<file path="src/rtl/qoa_arith_pkg.sv">
// qoa_arith_pkg
// Shared definitions for the sequential arithmetic units (divider and
// multiplier): the common handshake state enum, the default operand widths
// and the 32-bit signed saturation constants.
package qoa_arith_pkg;

  // Handshake states shared by the sequential arithmetic units.
  typedef enum logic [1:0] {
    IDLE   = 2'd0,
    DIVIDE = 2'd1,
    FIXUP  = 2'd2
  } div_state_t;

  // Default widths: 32-bit dividend/quotient, 16-bit divisor/remainder.
  localparam int DIVIDEND_WIDTH = 32;
  localparam int DIVISOR_WIDTH  = 16;

  // Signed 32-bit saturation limits.
  localparam logic [31:0] SAT_POS = 32'h7FFF_FFFF;
  localparam logic [31:0] SAT_NEG = 32'h8000_0000;

endpackage

</file>
<file path="src/rtl/sequential_divider.sv">
// sequential_divider
// Signed DIVIDEND_W / DIVISOR_W divider using restoring shift-subtract,
// one quotient bit per clock. Operands are captured at start, so the
// inputs may change while a division is in flight.
//
// Ports:
//   sys_clk    single clock, rising edge
//   sys_rst    asynchronous active-high reset
//   start      request a division (sampled only in IDLE)
//   dividend   signed dividend
//   divisor    signed divisor
//   quotient   signed quotient, truncated toward zero
//   remainder  signed remainder, sign follows the dividend
//   finished   one-cycle pulse when quotient/remainder are updated
//   busy       high in every state except IDLE
//   div_zero   last result had a zero divisor
//   overflow   last result was most-negative / -1
module sequential_divider
  import qoa_arith_pkg::*;
#(
  parameter int DIVIDEND_W = DIVIDEND_WIDTH,
  parameter int DIVISOR_W  = DIVISOR_WIDTH
) (
  input  logic                  sys_clk,
  input  logic                  sys_rst,
  input  logic                  start,
  input  logic [DIVIDEND_W-1:0] dividend,
  input  logic [DIVISOR_W-1:0]  divisor,
  output logic [DIVIDEND_W-1:0] quotient,
  output logic [DIVISOR_W-1:0]  remainder,
  output logic                  finished,
  output logic                  busy,
  output logic                  div_zero,
  output logic                  overflow
);

  localparam int                    CNT_W     = $clog2(DIVIDEND_W + 1);
  localparam logic [CNT_W-1:0]      LAST_ITER = CNT_W'(DIVIDEND_W - 1);
  // Saturation limits scaled down from the 32-bit package constants.
  localparam logic [DIVIDEND_W-1:0] QUOT_MAX  = DIVIDEND_W'(SAT_POS >> (32 - DIVIDEND_W));
  localparam logic [DIVIDEND_W-1:0] QUOT_MIN  = DIVIDEND_W'(SAT_NEG >> (32 - DIVIDEND_W));

  div_state_t state;
  div_state_t next_state;

  // work holds the dividend magnitude; as its MSBs shift into the partial
  // remainder, quotient bits shift in at the bottom, so after the last
  // iteration it holds the quotient magnitude.
  logic [DIVIDEND_W-1:0] work;
  logic [DIVISOR_W-1:0]  divisor_mag;
  logic [DIVISOR_W:0]    partial;
  logic [CNT_W-1:0]      count;
  logic                  dividend_neg;
  logic                  divisor_neg;
  logic                  zero_case;
  logic                  ovf_case;

  logic [DIVIDEND_W-1:0] dividend_mag_in;
  logic [DIVISOR_W-1:0]  divisor_mag_in;
  logic [DIVISOR_W+1:0]  trial;
  logic                  borrow;

  // State register.
  always_ff @(posedge sys_clk or posedge sys_rst) begin
    if (sys_rst) begin
      state <= IDLE;
    end else begin
      state <= next_state;
    end
  end

  // Next-state logic and busy flag.
  always_comb begin
    next_state = state;
    busy       = (state != IDLE);
    case (state)
      IDLE:    if (start) next_state = DIVIDE;
      DIVIDE:  if (count == LAST_ITER) next_state = FIXUP;
      FIXUP:   next_state = IDLE;
      default: next_state = IDLE;
    endcase
  end

  // Operand magnitudes and the trial subtraction. The partial remainder is
  // always below |divisor|, so its top bit stays zero; the trial is one bit
  // wider than the shifted partial so its MSB acts as the borrow.
  always_comb begin
    dividend_mag_in = dividend[DIVIDEND_W-1] ? -dividend : dividend;
    divisor_mag_in  = divisor[DIVISOR_W-1]   ? -divisor  : divisor;
    trial           = {partial, work[DIVIDEND_W-1]} - {2'b00, divisor_mag};
    borrow          = trial[DIVISOR_W+1];
  end

  // Datapath and registered results.
  always_ff @(posedge sys_clk or posedge sys_rst) begin
    if (sys_rst) begin
      work         <= '0;
      divisor_mag  <= '0;
      partial      <= '0;
      count        <= '0;
      dividend_neg <= 1'b0;
      divisor_neg  <= 1'b0;
      zero_case    <= 1'b0;
      ovf_case     <= 1'b0;
      quotient     <= '0;
      remainder    <= '0;
      finished     <= 1'b0;
      div_zero     <= 1'b0;
      overflow     <= 1'b0;
    end else begin
      finished <= 1'b0;
      case (state)
        IDLE: begin
          if (start) begin
            work         <= dividend_mag_in;
            divisor_mag  <= divisor_mag_in;
            dividend_neg <= dividend[DIVIDEND_W-1];
            divisor_neg  <= divisor[DIVISOR_W-1];
            zero_case    <= (divisor == '0);
            ovf_case     <= (dividend == QUOT_MIN) && (divisor == '1);
            partial      <= '0;
            count        <= '0;
          end
        end
        DIVIDE: begin
          if (borrow) begin
            partial <= {partial[DIVISOR_W-1:0], work[DIVIDEND_W-1]};
          end else begin
            partial <= trial[DIVISOR_W:0];
          end
          work  <= {work[DIVIDEND_W-2:0], ~borrow};
          count <= count + 1'b1;
        end
        FIXUP: begin
          if (zero_case) begin
            quotient  <= dividend_neg ? QUOT_MIN : QUOT_MAX;
            remainder <= '0;
          end else if (ovf_case) begin
            quotient  <= QUOT_MAX;
            remainder <= '0;
          end else begin
            quotient  <= (dividend_neg ^ divisor_neg) ? -work : work;
            remainder <= dividend_neg ? -partial[DIVISOR_W-1:0] : partial[DIVISOR_W-1:0];
          end
          div_zero <= zero_case;
          overflow <= ovf_case;
          finished <= 1'b1;
        end
        default: ;
      endcase
    end
  end

endmodule

</file>
<file path="config.mk">
export PLATFORM = sky130hd
export DESIGN_NAME = sequential_divider
export DESIGN_NICKNAME = d
export VERILOG_FILES = /design/src/rtl/qoa_arith_pkg.sv /design/src/rtl/sequential_divider.sv
export SDC_FILE = /design/constraint.sdc
export NUM_CORES = 1
export LEC_CHECK = 0
export CORE_MARGIN = 5
export CORE_UTILIZATION = 56
export DETAILED_ROUTE_END_ITERATION = 6
export PLACE_DENSITY = 0.93
export SYNTH_ARGS = -nofsm -noshare
export SYNTH_HDL_FRONTEND = slang
export SYNTH_SLANG_ARGS = --single-unit
</file>
<file path="constraint.sdc">
create_clock -name sys_clk -period 4.7 [get_ports sys_clk]
set_input_delay 0.47 -clock sys_clk [delete_from_list [all_inputs] [get_ports sys_clk]]
set_output_delay 0.47 -clock sys_clk [all_outputs]
set_load 0.01 [all_outputs]
</file>
==> qor.yml <==
antenna_left: 0
hold_buffers: 0
cts_sinks: 128
dr_total_vias: 7571
drive_gt1_share_pct: 5.599
maxSlewViolCount: 0
grt_pass1_wl_um: 35970
overflow: 0
initial_utilization_pct: 57.44
yosys_warnings: 0
critical_path_peak_fanout: 18
power_switching_mw: 2.573
worst_path_max_delay_cell: "a211oi_1"
rsz0062_at_grt: "no"
async_reset_ff_share_pct: 100.0
synthToLayoutAreaGrowth_pct: 22.45
cts_tree: "built"
wirelength_um: 22310
clk_latency_ps: 430
worst_slew_margin_rel_pct: 20.58
p_int_mw: 3.605
dieHeight_um: 129.6
post_cts_buffers: 0
p_leak_nw: 4.193
multi_input_area_mm2: 0.004501
diodes: 0
critical_path_buf_inv_count: 1
ctsHtreeMaxLevel: 4
synth_area_per_cell_um2: 8.653
core.rowCount: 43
status: "finished clean"
min_period_ps: 3564
ys_types: 62
synth-edff-count: 0
io_pins: 103
tightest_slew_ps: 1187
vias_per_cell: 6.320
first_global_vias: 7116
grt_max_degree: 85
layout.nets: 1079
synthFlopType: "dfrtp_1"
cts-root-buf: "clkbuf_16"
path_cells: "ha_1 -> and2_1 -> o21ai_0 -> a21oi_1 -> a211oi_1 -> a31oi_1 -> buf_4 -> and2_0 -> o311ai_0"
core_mm2: 0.01393
p_comb_share_pct: 45.0
finalCritPeriodShare_pct: 75.84
worstPathArrival_ps: 3870
port-buffer-count: 102
stdcell_count: 1198
cts_resized: 0
synth-seq-cells: 128
regArea_mm2: 0.003203
gp_congestion: 0.9900
tns_ps: 0
critPathMaxStageDelay_ps: 590
seqPwrFrac_pct: 30.8
numCtsBuffers: 17
setup_viol: 0
required_ps: 5000
power_density_mw_per_mm2: 630.5
critPathCaptureType: "register"
antenna_found_initial: 0
hold_viol: 0
first_iter_violations: 930
critPathKind: "register to register"
peakVddDrop_v: 0.0004117
drv_cap: 0
synth_area_mm2: 0.008004
mappedNetlistNets: 999
die_w_um: 129.6
swShare_pct: 41.65
dr.pass1.iters: 7
synthCells: 925
die-area_mm2: 0.01678
skew_ps: 6.722
clock_power_share_pct: 24.2
hold_class: "register to register"
wl_per_cell_um: 18.62
clkTransAtPathRegs_ps: 60
dp_hpwl_um: 15080
fillers: 956
cp-start-kind: "register"
cts_buffer_depth: 2
track_usage_pct: 26.99
drc: 0
placedCellCount: 1166
max_freq_mhz: 280.5
ys_seq_area_share_pct: 40.02
worst_hold_slack_ps: 470.9
worst_path_dominant_cell_family: "compound AO/OA/AOI/OAI gates"
[path summary, 6_finish.rpt]
kind | startpoint | endpoint | slack [ps] | depth (start not counted)
worst max-delay path | partial[7] | partial[2] | 1140 | 9
worst min-delay path | quotient[21] | quotient[21] | 470 | 2
worst max register to register | partial[7] | partial[2] | 1140 | 9
worst min register to register | quotient[21] | quotient[21] | 470 | 2
max in group asynchronous | sys_rst | partial[16] | 3100 | 3
min in group asynchronous | sys_rst | state[0] | 640 | 2
[power by group through the flow]
stage / Clock (mW) / Combinational (mW) / Sequential, mW
floorplan: 0 / 2.12 / 1.70
CTS: 1.49 / 2.72 / 1.87
global route: 1.55 / 3.04 / 1.93
detailed placement: 0 / 2.63 / 1.87
global placement: 0 / 2.53 / 1.85
finish: 1.50 / 2.78 / 1.90
[registers in the layout (all words and copies together), names as in the netlist]
| signal | count |
|---|---|
| quotient | 32 |
| work | 32 |
| partial | 17 |
| divisor_mag | 16 |
| remainder | 16 |
| count | 6 |
| state | 2 |
| div_zero | 1 |
| dividend_neg | 1 |
| divisor_neg | 1 |
| finished | 1 |
| overflow | 1 |
| ovf_case | 1 |
| zero_case | 1 |
[metrics by stage]
stage / worst slack (ps) / instance area [um^2] / utilization, % / power (mW)
after floorplan: 817.4 / 8004 / - / 3.819
after global placement: 1417 / 9136 / 65.57 / 4.379
after detailed placement: 1268 / 9136 / 65.57 / 4.498
after CTS: 1235 / 9801 / 70.33 / 6.089
after global routing: 911.1 / 9801 / 70.33 / 6.523
final: 1136 / 9801 / 70.33 / 6.179
[cells in the mapped netlist (10+ instances only)]
master | n | area share, %
a22oi_1 | 29 | 2.7
or3_1 | 11 | 0.86
o211ai_1 | 15 | 1.4
ha_1 | 22 | 3.4
or4_1 | 10 | 0.94
clkbuf_1 | 43 | 2.0
dfrtp_1 | 128 | 40
nor2_1 | 33 | 1.5
o31ai_1 | 25 | 2.3
xor2_1 | 63 | 6.9
nand2_1 | 142 | 6.7
xnor2_1 | 36 | 3.9
a21oi_1 | 28 | 1.8
o21ai_0 | 145 | 9.1
nand4_1 | 13 | 1.0
nand3_1 | 28 | 1.8
a21o_1 | 10 | 0.94
inv_1 | 35 | 1.6
[layer usage]
metal	global-route usage, %	share of wire, %
met1	34.72	40
met2	44.02	48
met3	5.771	8.4
met4	12.16	3.8
met5	0	0
[tightest hold or removal path: cells and delay by family, from the launching register on]
family	cells	cell delay (ps)
flip-flops	1	340
AND/OR/NAND/NOR	2	100
[cells by family (layout without fill, tap and decap cells)]
group                    after synthesis  after routing  share of synthesized area, %
AND/OR/NAND/NOR                      296            296                         18.15
AO/OA/AOI/OAI                        291            291                         22.75
flip-flops                           128            128                         40.02
XOR/XNOR                              99             99                         10.83
buffers and inverters                 83            176                         3.939
adder cells (fa/ha/maj)               23             23                         3.689
multiplexers                           5              5                        0.6253
[cells in the final DEF (no fill, tap or decap), types with 5 or more instances in the layout]
master and n:
nand3_1 28, bufinv_16 6, nand2_1 141, nand2b_1 6, xnor2_1 36, o41ai_1 8
nand4_1 13, clkinv_2 5, or4_1 10, xor2_1 63, nor2b_1 7, o31ai_1 25
mux2i_1 5, buf_4 7, o21ai_0 145, nor2_1 32, a21o_1 10, clkdlybuf4s50_1 102
inv_1 34, dfrtp_1 128, nand3b_1 5, a21oi_1 28, or3_1 11, clkbuf_16 17
nor4_1 6, o211ai_1 15, nor3_1 9, a22oi_1 29, ha_1 22, and3_1 5
[area by class of cell]
class	count	share of cell area, %
Tap cell	180	2.298
Sequential cell	128	32.68
Multi-Input combinational cell	714	45.92
Timing Repair Buffer	109	10.95
Clock buffer	17	4.341
Inverter	35	1.366
Clock inverter	15	2.438
No activity file was read; power rests on OpenSTA's default activity.
